===== config.mk =====
export PLATFORM = sky130hd
export DESIGN_NAME = ram_arbiter
export DESIGN_NICKNAME = d
export VERILOG_FILES = /design/src/rtl/ram_arbiter.sv
export SDC_FILE = /design/constraint.sdc
export NUM_CORES = 1
export LEC_CHECK = 0
export BUFFER_PORTS_ARGS = -buffer_cell sky130_fd_sc_hd__buf_2
export CAP_MARGIN = 20
export CORE_ASPECT_RATIO = 0.9
export CORE_MARGIN = 2
export CORE_UTILIZATION = 40
export DETAILED_ROUTE_END_ITERATION = 8
export GPL_TIMING_DRIVEN = 0
export PLACE_DENSITY = 0.77
export SETUP_SLACK_MARGIN = 0.4
export SLEW_MARGIN = 20
export SYNTH_ARGS = -nofsm -noshare
export SYNTH_HDL_FRONTEND = slang
export SYNTH_SLANG_ARGS = --single-unit

===== constraint.sdc =====
create_clock -name clk -period 4.2 [get_ports clk]
set_input_delay 0.21 -clock clk [delete_from_list [all_inputs] [get_ports clk]]
set_output_delay 0.21 -clock clk [all_outputs]
set_load 0.01 [all_outputs]

===== src/rtl/ram_arbiter.sv =====
// Two-port round-robin arbiter in front of a single level-handshake RAM.
// Optional RAM watchdog abort is compiled in with RAM_ARB_WATCHDOG_EN.
module ram_arbiter #(
    parameter int TIMEOUT = 255,
    parameter int TO_W    = 8
) (
    input  logic        clk,
    input  logic        rst_n,
    input  logic        req0,
    input  logic        req1,
    input  logic        wr0,
    input  logic        wr1,
    input  logic [31:0] addr0,
    input  logic [31:0] addr1,
    input  logic [31:0] wdata0,
    input  logic [31:0] wdata1,
    output logic        ack0,
    output logic        ack1,
    output logic [31:0] rdata,
    output logic        grant,
    output logic        busy,
    output logic        err,
    output logic        ram_req,
    output logic        ram_wr,
    output logic [31:0] ram_addr,
    output logic [31:0] ram_wdata,
    input  logic        ram_ack,
    input  logic [31:0] ram_rdata
);

    typedef enum logic [2:0] {
        S_IDLE,
        S_ISSUE,
        S_BUSY,
        S_WAIT,
        S_DONE
    } state_e;

    state_e      state_q, state_d;
    logic        last_q, last_d;
    logic        grant_q, grant_d;
    logic        busy_q, busy_d;
    logic        err_q, err_d;
    logic        ack0_q, ack0_d;
    logic        ack1_q, ack1_d;
    logic        ram_req_q, ram_req_d;
    logic        ram_wr_q, ram_wr_d;
    logic [31:0] ram_addr_q, ram_addr_d;
    logic [31:0] ram_wdata_q, ram_wdata_d;
    logic [31:0] rdata_q, rdata_d;

    logic any_req;
    logic win;
    logic to_hit;

    assign any_req = req0 | req1;
    // On a tie the port that did not own the last transaction wins.
    assign win     = (req0 & req1) ? ~last_q : req1;

`ifdef RAM_ARB_WATCHDOG_EN
    logic [TO_W-1:0] cnt_q, cnt_d;

    assign to_hit = (cnt_q >= TO_W'(TIMEOUT));

    always_comb begin
        cnt_d = cnt_q;
        if (state_q == S_ISSUE) begin
            cnt_d = '0;
        end else if (state_q == S_BUSY || state_q == S_WAIT) begin
            cnt_d = cnt_q + 1'b1;
        end
    end

    always_ff @(posedge clk or negedge rst_n) begin
        if (!rst_n) begin
            cnt_q <= '0;
        end else begin
            cnt_q <= cnt_d;
        end
    end
`else
    logic unused_cfg;

    assign to_hit     = 1'b0;
    assign unused_cfg = ^{TIMEOUT, TO_W};
`endif

    always_ff @(posedge clk or negedge rst_n) begin
        if (!rst_n) begin
            state_q <= S_IDLE;
        end else begin
            state_q <= state_d;
        end
    end

    always_comb begin
        state_d = state_q;
        unique case (state_q)
            S_IDLE:  if (any_req) state_d = S_ISSUE;
            S_ISSUE: state_d = S_BUSY;
            S_BUSY: begin
                if (to_hit) state_d = S_DONE;
                else if (!ram_ack) state_d = S_WAIT;
            end
            S_WAIT:  if (ram_ack || to_hit) state_d = S_DONE;
            S_DONE:  state_d = S_IDLE;
            default: state_d = S_IDLE;
        endcase
    end

    always_comb begin
        last_d      = last_q;
        grant_d     = grant_q;
        ram_wr_d    = ram_wr_q;
        ram_addr_d  = ram_addr_q;
        ram_wdata_d = ram_wdata_q;
        rdata_d     = rdata_q;
        ram_req_d   = 1'b0;
        ack0_d      = 1'b0;
        ack1_d      = 1'b0;
        err_d       = 1'b0;
        busy_d      = (state_d != S_IDLE);
        if (state_q == S_IDLE && any_req) begin
            grant_d     = win;
            last_d      = win;
            ram_req_d   = 1'b1;
            ram_wr_d    = win ? wr1 : wr0;
            ram_addr_d  = win ? addr1 : addr0;
            ram_wdata_d = win ? wdata1 : wdata0;
        end
        if (state_q != S_DONE && state_d == S_DONE) begin
            ack0_d = ~grant_q;
            ack1_d = grant_q;
            // A real completion outranks a timeout on the same edge.
            if (state_q == S_WAIT && ram_ack) begin
                if (!ram_wr_q) rdata_d = ram_rdata;
            end else begin
                err_d   = 1'b1;
                rdata_d = '0;
            end
        end
    end

    always_ff @(posedge clk or negedge rst_n) begin
        if (!rst_n) begin
            last_q      <= 1'b1;
            grant_q     <= 1'b0;
            busy_q      <= 1'b0;
            err_q       <= 1'b0;
            ack0_q      <= 1'b0;
            ack1_q      <= 1'b0;
            ram_req_q   <= 1'b0;
            ram_wr_q    <= 1'b0;
            ram_addr_q  <= '0;
            ram_wdata_q <= '0;
            rdata_q     <= '0;
        end else begin
            last_q      <= last_d;
            grant_q     <= grant_d;
            busy_q      <= busy_d;
            err_q       <= err_d;
            ack0_q      <= ack0_d;
            ack1_q      <= ack1_d;
            ram_req_q   <= ram_req_d;
            ram_wr_q    <= ram_wr_d;
            ram_addr_q  <= ram_addr_d;
            ram_wdata_q <= ram_wdata_d;
            rdata_q     <= rdata_d;
        end
    end

    assign ack0      = ack0_q;
    assign ack1      = ack1_q;
    assign rdata     = rdata_q;
    assign grant     = grant_q;
    assign busy      = busy_q;
    assign err       = err_q;
    assign ram_req   = ram_req_q;
    assign ram_wr    = ram_wr_q;
    assign ram_addr  = ram_addr_q;
    assign ram_wdata = ram_wdata_q;

endmodule


==> impl_metrics.ini <==
[status]
status = finished clean

[global_route]
grt_pass1_wl_um = 17800
grt_max_degree = 55
gr-usage-met1 = 0.197
grt_pass1_vias = 3739
overflow = 0
grtUsageMet3 = 0.0715
antenna_found_initial = 0
grt.busiest_layer = met2
grt_use_met2 = 0.319
grtUsageTotal = 0.178

[clock_network]
ctsHoldBuffers = 1
insertion_delay_ns = 0.34
cts-root-buf = clkbuf_16
clock_sinks = 107
cts_resized = 0
cts_made_buffers = 9
post_cts_buffers = 0
cts_tree = done
cts.reportedPaths.clkPinSlew_ns = 0.07
htreeDepth = 3
clk_path_buf_depth = 2

[run]
maxCapViolCount = 0

[critical_path]
cp_slowest_cell = dfrtp_1
worst-setup-path-type = flip-flop to flip-flop
cp_top_family = buffers and inverters
arrival_ns = 2.02
crit_required_ns = 4.41
endpoint_kind = flip-flop
worst-path-max-fanout = 10
path_cells = nor4_4 > buf_4 > buf_6 > mux2_2
max_stage_delay_ns = 0.45
start_kind = flip-flop
path_buf_inv = 2

[yosys]
ys_seq_elements = 107
post-synth-top-area-fraction = 0.557
ys_types = 20
synth_edf_count = 0
postSynthCellCount = 304
synth_ff_type = dfrtp_1
syn_area_um2 = 4760
synthArstFlopShare = 1.00
yosys.area.top_type = dfrtp_1
yosysMostFrequentCell = mux2_2
synth_area_leaders = dfrtp_1, mux2_2, mux2_1
synthTopCellsByCount = mux2_2, dfrtp_1, mux2_1
yosysWarnings = 0
ys_seq_area_frac = 0.563
synth_nets = 471
synth.avg_cell_area_um2 = 15.7

[timing]
relSlewSlack = 0.666
slew_violations = 0
setup_viol = 0
setup_tns_ns = 0
max_freq_ghz = 0.553
fin_hold_ws_ns = 0.0886
fin_crit_sh = 0.431
min_period_ns = 1.81
hold_viol = 0
finClkSkew_ns = 0.00988
worst_slew_pin_slew_ns = 0.501
rsz0062_at_grt = no

[routing]
num_vias = 3515
drc = 0
avgRoutedWirePerCell_um = 15.1
initialDrtViolationCount = 102
routed_wl_um = 11200
via_per_inst = 4.71
firstDrtPassIters = 3
ant_nets = 0

[power_and_ir_drop]
powerDensity_nw_per_um2 = 683
p_leak_nw = 3.27
peakVddDrop_mv = 0.508

[floorplan]
die_h_um = 107
core_um2 = 11500
dieArea_um2 = 12800
rows = 37
start_util = 0.413
pin_count = 270
die_w_um = 119

[final_layout]
nFillCells = 965
area_growth_pct = 39.4
final_util = 0.576
insertedDiodeCount = 0
nets = 753
multi_input_area_um2 = 1940
drive_gt1_frac = 0.736
ff_latch_area_um2 = 2680

[place]
gp_congestion = 0.726
hpwl_um = 9000
port_buffers = 269

[min_path]
hold_path.class = input pin to flip-flop
## sequential cells by signal, summed over array words and instances (netlist names)
signal / cells
grant: 1
ram_req: 1
state_q: 3
err: 1
ack1: 1
ram_wdata: 32
last_q: 1
ram_wr: 1
ram_addr: 32
ack0: 1
busy: 1
rdata: 32
## layer usage
| layer | wire length [µm] | up-vias |
|---|---|---|
| li1 | - | 1655 |
| met1 | 4300 | 1692 |
| met3 | 1020 | 8 |
| met2 | 5810 | 160 |
| met5 | 0 | - |
| met4 | 108 | 0 |
## cells in the final DEF, fill, tap and decap left out, types with 2 or more instances in the layout
| master | n |
|---|---|
| buf_4 | 4 |
| mux2_2 | 130 |
| buf_6 | 7 |
| buf_2 | 275 |
| clkbuf_16 | 9 |
| nor2_1 | 3 |
| mux2_1 | 34 |
| a21oi_1 | 2 |
| clkinvlp_4 | 2 |
| dfrtp_1 | 106 |
## logic make-up (layout without fill, tap and decap cells)
group	after synthesis	after routing	synth area share
compound gates	4	4	0.00473
mux	164	164	0.388
buf+inv	18	304	0.0287
flops	107	107	0.563
simple gates	10	10	0.0150
other cells	1	1	0.000788
## metrics by stage
stage                     worst slack, ns  std cells  cell area (µm²)  total power [mW]
after detailed placement             2.36        730             6330              3.76
after floorplan                      2.62        304             4760              2.94
after global placement               1.82        729             6300              3.67
after CTS                            2.35        746             6640              4.61
final                                2.39        746             6640              4.53
after global routing                 2.26        746             6640              4.83
## cell type report
| class | instances | share of cell area |
|---|---|---|
| clock inverters | 5 | 0.00943 |
| well taps | 156 | 0.0294 |
| flip-flops and latches | 107 | 0.404 |
| repair buffers | 271 | 0.209 |
| plain buffers | 17 | 0.0200 |
| clock buffers | 10 | 0.0345 |
| multi-input cells | 179 | 0.293 |
| inverters | 1 | 0.000566 |
## final timing paths
| check | start | endpoint | slack, ns | cells past startpoint |
|---|---|---|---|---|
| max | state_q[1]$_DFF_PN0_ | ram_wdata[20]$_DFFE_PN0P_ | 2.39 | 4 |
| min | ram_rdata[4] | rdata[4]$_DFFE_PN0P_ | 0.09 | 2 |
| max reg2reg | state_q[1]$_DFF_PN0_ | ram_wdata[20]$_DFFE_PN0P_ | 2.39 | 4 |
| min reg2reg | grant$_DFFE_PN0P_ | ack0$_DFF_PN0_ | 0.49 | 1 |
| max in group asynchronous | rst_n | last_q$_DFFE_PN1P_ | 3.14 | 3 |
| min in group asynchronous | rst_n | rdata[13]$_DFFE_PN0P_ | 0.39 | 2 |
## power breakdown
group	internal (mW)	total (mW)	switching (mW)
Sequential	1.55	1.81	0.264
Clock	0.462	0.825	0.362
Combinational	1.04	1.89	0.855
## worst register-to-register path, stage by stage (launching register included)
cell and delay (ns):
dfrtp_1 0.45, nor4_4 0.44, buf_4 0.28, buf_6 0.18
mux2_2 0.34
No activity file was read; power rests on OpenSTA's default activity.
